## src/rtl/ram_bus_scheduler.sv

```systemverilog
// Single-port RAM bus scheduler between CPU and DMA: round-robin tie-break, one dead
// HANDOVER cycle on every ownership change, bounded tenure. Optional stats via ARB_STATS_EN.
module ram_bus_scheduler #(
  parameter int MAX_BURST = 16,
  parameter int AW        = 8,
  parameter int DW        = 8
) (
  input  logic          Clk,
  input  logic          Rst_n,
  input  logic          CPU_Req,
  output logic          CPU_Gnt,
  input  logic [AW-1:0] CPU_Address,
  input  logic [DW-1:0] CPU_DataOut,
  input  logic          CPU_Cs,
  input  logic          CPU_Wen,
  input  logic          CPU_Oen,
  input  logic          DMA_Req,
  output logic          DMA_Gnt,
  input  logic [AW-1:0] DMA_Address,
  input  logic [DW-1:0] DMA_DataOut,
  input  logic          DMA_Cs,
  input  logic          DMA_Wen,
  input  logic          DMA_Oen,
  output logic [AW-1:0] RAM_Address,
  output logic [DW-1:0] RAM_DataIn,
  output logic          RAM_Cs,
  output logic          RAM_Wen,
  output logic          RAM_Oen,
  output logic [1:0]    Owner,
  output logic [15:0]   Cpu_Grant_Cnt,
  output logic [15:0]   Dma_Grant_Cnt,
  output logic [15:0]   Preempt_Cnt,
  output logic [1:0]    Dbg_State
);

  localparam int BW = $clog2(MAX_BURST + 1);

  typedef enum logic [1:0] {
    S_IDLE     = 2'd0,
    S_CPU_OWN  = 2'd1,
    S_DMA_OWN  = 2'd2,
    S_HANDOVER = 2'd3
  } state_t;

  state_t        r_state;
  state_t        w_state_nxt;
  logic [BW-1:0] r_burst;
  logic          r_last_dma;
  logic          w_burst_top;
  logic          w_enter_cpu;
  logic          w_enter_dma;

  // Handshake: a requester holds Req while it needs the bus; Gnt is registered and
  // rises one cycle after Req is sampled. Bus signals count only while Gnt=1.
  // Tenure also ends once the counter has passed the limit, so a late competitor
  // still preempts an owner that ran long while uncontested.
  assign w_burst_top = (r_burst >= BW'(MAX_BURST - 1));
  assign w_enter_cpu = (w_state_nxt == S_CPU_OWN) && (r_state != S_CPU_OWN);
  assign w_enter_dma = (w_state_nxt == S_DMA_OWN) && (r_state != S_DMA_OWN);

  always_comb begin
    w_state_nxt = r_state;
    case (r_state)
      // Both idle and the dead cycle prefer the side that did not own last.
      S_IDLE, S_HANDOVER: begin
        if (CPU_Req && DMA_Req) w_state_nxt = r_last_dma ? S_CPU_OWN : S_DMA_OWN;
        else if (CPU_Req)       w_state_nxt = S_CPU_OWN;
        else if (DMA_Req)       w_state_nxt = S_DMA_OWN;
        else                    w_state_nxt = S_IDLE;
      end
      S_CPU_OWN: begin
        if (!CPU_Req)                w_state_nxt = DMA_Req ? S_HANDOVER : S_IDLE;
        else if (DMA_Req && w_burst_top) w_state_nxt = S_HANDOVER;
      end
      S_DMA_OWN: begin
        if (!DMA_Req)                w_state_nxt = CPU_Req ? S_HANDOVER : S_IDLE;
        else if (CPU_Req && w_burst_top) w_state_nxt = S_HANDOVER;
      end
      default: w_state_nxt = S_IDLE;
    endcase
  end

  always_ff @(posedge Clk or negedge Rst_n) begin
    if (!Rst_n) begin
      r_state    <= S_IDLE;
      r_burst    <= '0;
      r_last_dma <= 1'b1;
    end else begin
      r_state <= w_state_nxt;
      if (w_state_nxt != r_state)
        r_burst <= '0;
      else if ((r_state == S_CPU_OWN || r_state == S_DMA_OWN) && r_burst != BW'(MAX_BURST))
        r_burst <= r_burst + 1'b1;
      if (w_enter_cpu)      r_last_dma <= 1'b0;
      else if (w_enter_dma) r_last_dma <= 1'b1;
    end
  end

  assign CPU_Gnt   = (r_state == S_CPU_OWN);
  assign DMA_Gnt   = (r_state == S_DMA_OWN);
  assign Owner     = {DMA_Gnt, CPU_Gnt};
  assign Dbg_State = r_state;

  always_comb begin
    RAM_Address = '0;
    RAM_DataIn  = '0;
    RAM_Cs      = 1'b0;
    RAM_Wen     = 1'b1;
    RAM_Oen     = 1'b1;
    if (CPU_Gnt) begin
      RAM_Address = CPU_Address;
      RAM_DataIn  = CPU_DataOut;
      RAM_Cs      = CPU_Cs;
      RAM_Wen     = CPU_Wen;
      RAM_Oen     = CPU_Oen;
    end else if (DMA_Gnt) begin
      RAM_Address = DMA_Address;
      RAM_DataIn  = DMA_DataOut;
      RAM_Cs      = DMA_Cs;
      RAM_Wen     = DMA_Wen;
      RAM_Oen     = DMA_Oen;
    end
  end

`ifdef ARB_STATS_EN
  logic        w_preempt;
  logic [15:0] r_cpu_cnt;
  logic [15:0] r_dma_cnt;
  logic [15:0] r_pre_cnt;

  // Leaving a tenure for HANDOVER while the owner still requests is a preemption.
  assign w_preempt = (w_state_nxt == S_HANDOVER) &&
                     ((r_state == S_CPU_OWN && CPU_Req) || (r_state == S_DMA_OWN && DMA_Req));

  always_ff @(posedge Clk or negedge Rst_n) begin
    if (!Rst_n) begin
      r_cpu_cnt <= '0;
      r_dma_cnt <= '0;
      r_pre_cnt <= '0;
    end else begin
      if (w_enter_cpu && r_cpu_cnt != 16'hFFFF) r_cpu_cnt <= r_cpu_cnt + 16'd1;
      if (w_enter_dma && r_dma_cnt != 16'hFFFF) r_dma_cnt <= r_dma_cnt + 16'd1;
      if (w_preempt   && r_pre_cnt != 16'hFFFF) r_pre_cnt <= r_pre_cnt + 16'd1;
    end
  end

  assign Cpu_Grant_Cnt = r_cpu_cnt;
  assign Dma_Grant_Cnt = r_dma_cnt;
  assign Preempt_Cnt   = r_pre_cnt;
`else
  assign Cpu_Grant_Cnt = '0;
  assign Dma_Grant_Cnt = '0;
  assign Preempt_Cnt   = '0;
`endif

endmodule

```

## config.mk

```make
export PLATFORM = sky130hd
export DESIGN_NAME = ram_bus_scheduler
export DESIGN_NICKNAME = d
export VERILOG_FILES = /design/src/rtl/ram_bus_scheduler.sv
export SDC_FILE = /design/constraint.sdc
export NUM_CORES = 1
export LEC_CHECK = 0
export CAP_MARGIN = 20
export CORE_UTILIZATION = 32
export CTS_BUF_LIST = sky130_fd_sc_hd__clkbuf_8
export CTS_CLUSTER_SIZE = 25
export DETAILED_ROUTE_END_ITERATION = 8
export GPL_TIMING_DRIVEN = 0
export HOLD_SLACK_MARGIN = 0.06
export PLACE_DENSITY = 0.87
export SETUP_SLACK_MARGIN = 0.4
export SLEW_MARGIN = 20
export SYNTH_ARGS = -nofsm -noshare
export SYNTH_HDL_FRONTEND = slang
export SYNTH_SLANG_ARGS = --single-unit
```

## constraint.sdc

```tcl
create_clock -name Clk -period 2.2 [get_ports Clk]
set_input_delay 0.55 -clock Clk [delete_from_list [all_inputs] [get_ports Clk]]
set_output_delay 0.55 -clock Clk [all_outputs]
set_load 0.1 [all_outputs]
```

==> results of run 1 <==
## cells in the final DEF, fill, tap and decap left out, drive strengths merged, types with 2 or more instances in the layout
cell / netlist / final
a22o: 18 / 18
nor2: 5 / 6
buf: 56 / 109
clkbuf: 0 / 3
a21oi: 8 / 8
a22oi: 2 / 2
nand2: 4 / 4
ha: 5 / 5
conb: 1 / 48
xor2: 2 / 2
a2111oi: 2 / 2
nand4: 3 / 3
inv: 12 / 12
or3: 2 / 2
nor3: 5 / 5
a31oi: 3 / 3
nor4: 2 / 2
o21ai: 4 / 4
dfrtp: 7 / 7
a2bb2oi: 2 / 2
dlygate4sd2: 0 / 2
clkdlybuf4s50: 0 / 40
and3: 2 / 2
## final cells by class
cell class | count | area, um^2 | share of cell area, %
clock buffer | 3 | 41.3 | 1.29
clock inverter | 1 | 3.75 | 0.117
sequential | 8 | 209 | 6.52
inverter | 12 | 63.8 | 1.99
tap | 48 | 60.1 | 1.88
multi-input combinational | 129 | 1180 | 36.8
timing repair buffer | 95 | 1190 | 37.2
buffer | 56 | 454 | 14.2
## through the flow
step	hold slack (ns)	setup TNS, ns	instance area, um^2	setup WS (ns)
finish	0.589	-0.694	3200	-0.0719
CTS	0.603	-0.313	3020	-0.0424
global route	0.619	-1.43	3200	-0.109
detailed placement	0.613	-17.76	2360	-0.962
global placement	0.608	-17.63	2360	-0.961
floorplan	0.254	-5.84	1650	-0.314
## kinds of logic after synthesis
family	share of synthesized area, %
other	0.290
AO/OA/AOI/OAI	27.7
XOR/XNOR	2.03
multiplexers	0.773
adder cells (fa/ha/maj)	4.83
flip-flops	15.6
AND/OR/NAND/NOR	12.7
buffers and inverters	36.1
## sequential cells by signal, summed over array words and instances (netlist names)
| signal | flops |
|---|---|
| Dbg_State | 2 |
| r_last_dma | 1 |
| r_burst | 5 |
## Yosys cell counts (3+ instances only)
library cell  count  area [um^2]
dfrtp_1           7          175
a22o_1           18          158
ha_1              5         62.6
o21ai_1           3         15.0
buf_4            51          383
buf_2             3         15.0
inv_1            10         37.5
nor3_1            5         25.0
nor2_1            3         11.3
nand2_1           4         15.0
a21oi_1           8         40.0
## repair_timing
action | in CTS | in global routing
pin swaps | 12 | 8
resized for setup | 243 | 22
buffers inserted | 23 | 6
endpoints found under the setup margin | 33 | 32
gates cloned | 2 | 0
hold buffers | 0 | 0
## worst min path at each step
stage | startpoint | end | slack, ns | cells after the start
6_report | Rst_n | r_burst[3] | 0.59 | 1
5_1_grt | Rst_n | r_burst[3] | 0.62 | 1
3_3_place_gp | r_last_dma | r_last_dma | 0.61 | 1
4_1_cts | Rst_n | r_burst[3] | 0.60 | 1
2_1_floorplan | Rst_n | r_burst[0] | 0.25 | 0
3_5_place_dp | r_last_dma | r_last_dma | 0.61 | 1
## layer usage
layer / share of wire, % / GRT usage, %
met5: 0 / 0
met4: 4.8 / 8.70
met3: 8.5 / 4.86
met2: 54 / 53.1
met1: 32 / 27.4
==> impl_metrics.csv, run 1 <==
group,metric,value,unit
status,status,"finished with violations",
status,violations,"setup timing",
setup_path,rrSetupSlack,0.03,ns
setup_path,path_class,"reg -> out",
timing,slew_headroom,36.7,%
final_layout,insertedDiodeCount,0,
final_layout,drive_gt1_share,56.6,%
yosys,synth-edff-count,0,
yosys,netlist_area,0.00129,mm^2
cts,cts_tree,"built",
setup_path,worst_path_dominant_cell_family,"flip-flops",
setup_path,reg2reg_depth,9,
cts,h-tree-depth,1,
floorplan,initial_core_util,34.3,%
yosys,synth_top_flop_cell,"dfrtp_1",
final_layout,area_growth,147,%
global_route,grt_overflow,0,
setup_path,worstPathBufferInverterCount,4,
floorplan,die_w,65.6,um
placement,io_buffers,65,
route,num_vias,1703,
global_route,grt_max_degree,11,
placement,dp_hpwl,2990,um
floorplan,core_area,0.00377,mm^2
floorplan,num_rows,22,
timing,fmax,0.440,GHz
setup_path,crit_chain,"inv_4, ha_4, nor2_4, buf_12, buf_16, a22o_4, buf_12",
cts,cts_buffers,3,
route,drtPass1Iterations,5,
cts,clk_pin_slew_worst_paths,0.05,ns
floorplan,ioPinCount,115,
timing,fin_crit_sh,103,%
worst_hold_path,hp-class,"in -> async",
setup_path,worstSetupEndpoint,"RAM_Address[4]",
placement,gp_congestion,0.854,
route,drt-initial-drc-count,108,
placement,placed_cells,317,
final_layout,layoutNonFillerInstCount,352,
final_layout,fin_nets,352,
route,ant_nets,0,
timing,setup_viol,15,
cts,cts_root_buffer,"clkbuf_8",
final_layout,final_core_util,84.9,%
yosys,ys_seq_elements,8,
timing,rsz0062_at_grt,"yes",
setup_path,cp-startpoint,"Dbg_State[1]",
yosys,synth_cell_types,43,
setup_path,critPathRequiredTime,1.65,ns
global_route,grt_pass1_vias,1647,
global_route,grt_usage,26.7,%
route,routed_wl,6210,um
timing,worst_pin_slew,0.953,ns
setup_path,crit_top_cell,"buf_12",
setup_path,slowest_stage,"dfrtp_4",
yosys,netlist_instances,157,
timing,hold_viol_final,0,
yosys,yosys_warnings,0,
setup_path,r2r-start,"Dbg_State[1]",
yosys,synth-seq-area-share,15.6,%
job,cap_violations,0,
route,wl_per_cell,17.6,um
floorplan,die_y,65.6,um
final_layout,fill_cells,192,
route,avgViaCountPerCell,4.84,
timing,period_minus_slack,2.27,ns
setup_path,crit_path_end_kind,"output port",
yosys,avgSynthCellArea,8.25,um^2
timing,finClkSkew,0.0112,ns
timing,worst_slack,-0.0719,ns
setup_path,critical_path.max_fanout,6,
setup_path,cp_num_cells,7,
global_route,grt_pass1_wl,8510,um
global_route,antenna_found_initial,0,
cts,cts_buffer_depth,2,
setup_path,critPathMaxStageDelay,0.50,ns
timing,slew_violations,0,
cts,clock_latency,0.24,ns
setup_path,start_kind,"flip-flop",
cts,numClockSinks,8,
route,drc,0,
setup_path,regToRegEndpoint,"r_burst[1]",
floorplan,die_area,0.00431,mm^2
setup_path,arrival,1.72,ns
yosys,async_reset_ff_share,100,%
Power of run 1 is not shown: default switching activity piles up to over one toggle a cycle in this logic, so the estimate is an artifact.
==> inputs of run 2 (changes only) <==
--- a/config.mk
+++ b/config.mk
@@ -8,7 +8,7 @@
 export CAP_MARGIN = 20
 export CORE_UTILIZATION = 32
 export CTS_BUF_LIST = sky130_fd_sc_hd__clkbuf_8
-export CTS_CLUSTER_SIZE = 25
+export CTS_CLUSTER_SIZE = 16
 export DETAILED_ROUTE_END_ITERATION = 8
 export GPL_TIMING_DRIVEN = 0
 export HOLD_SLACK_MARGIN = 0.06
==> results of run 2 <==
Same layout as run 1: the final DEF is identical, and so are final timing and power.
Power of run 2 is left out for the same reason.
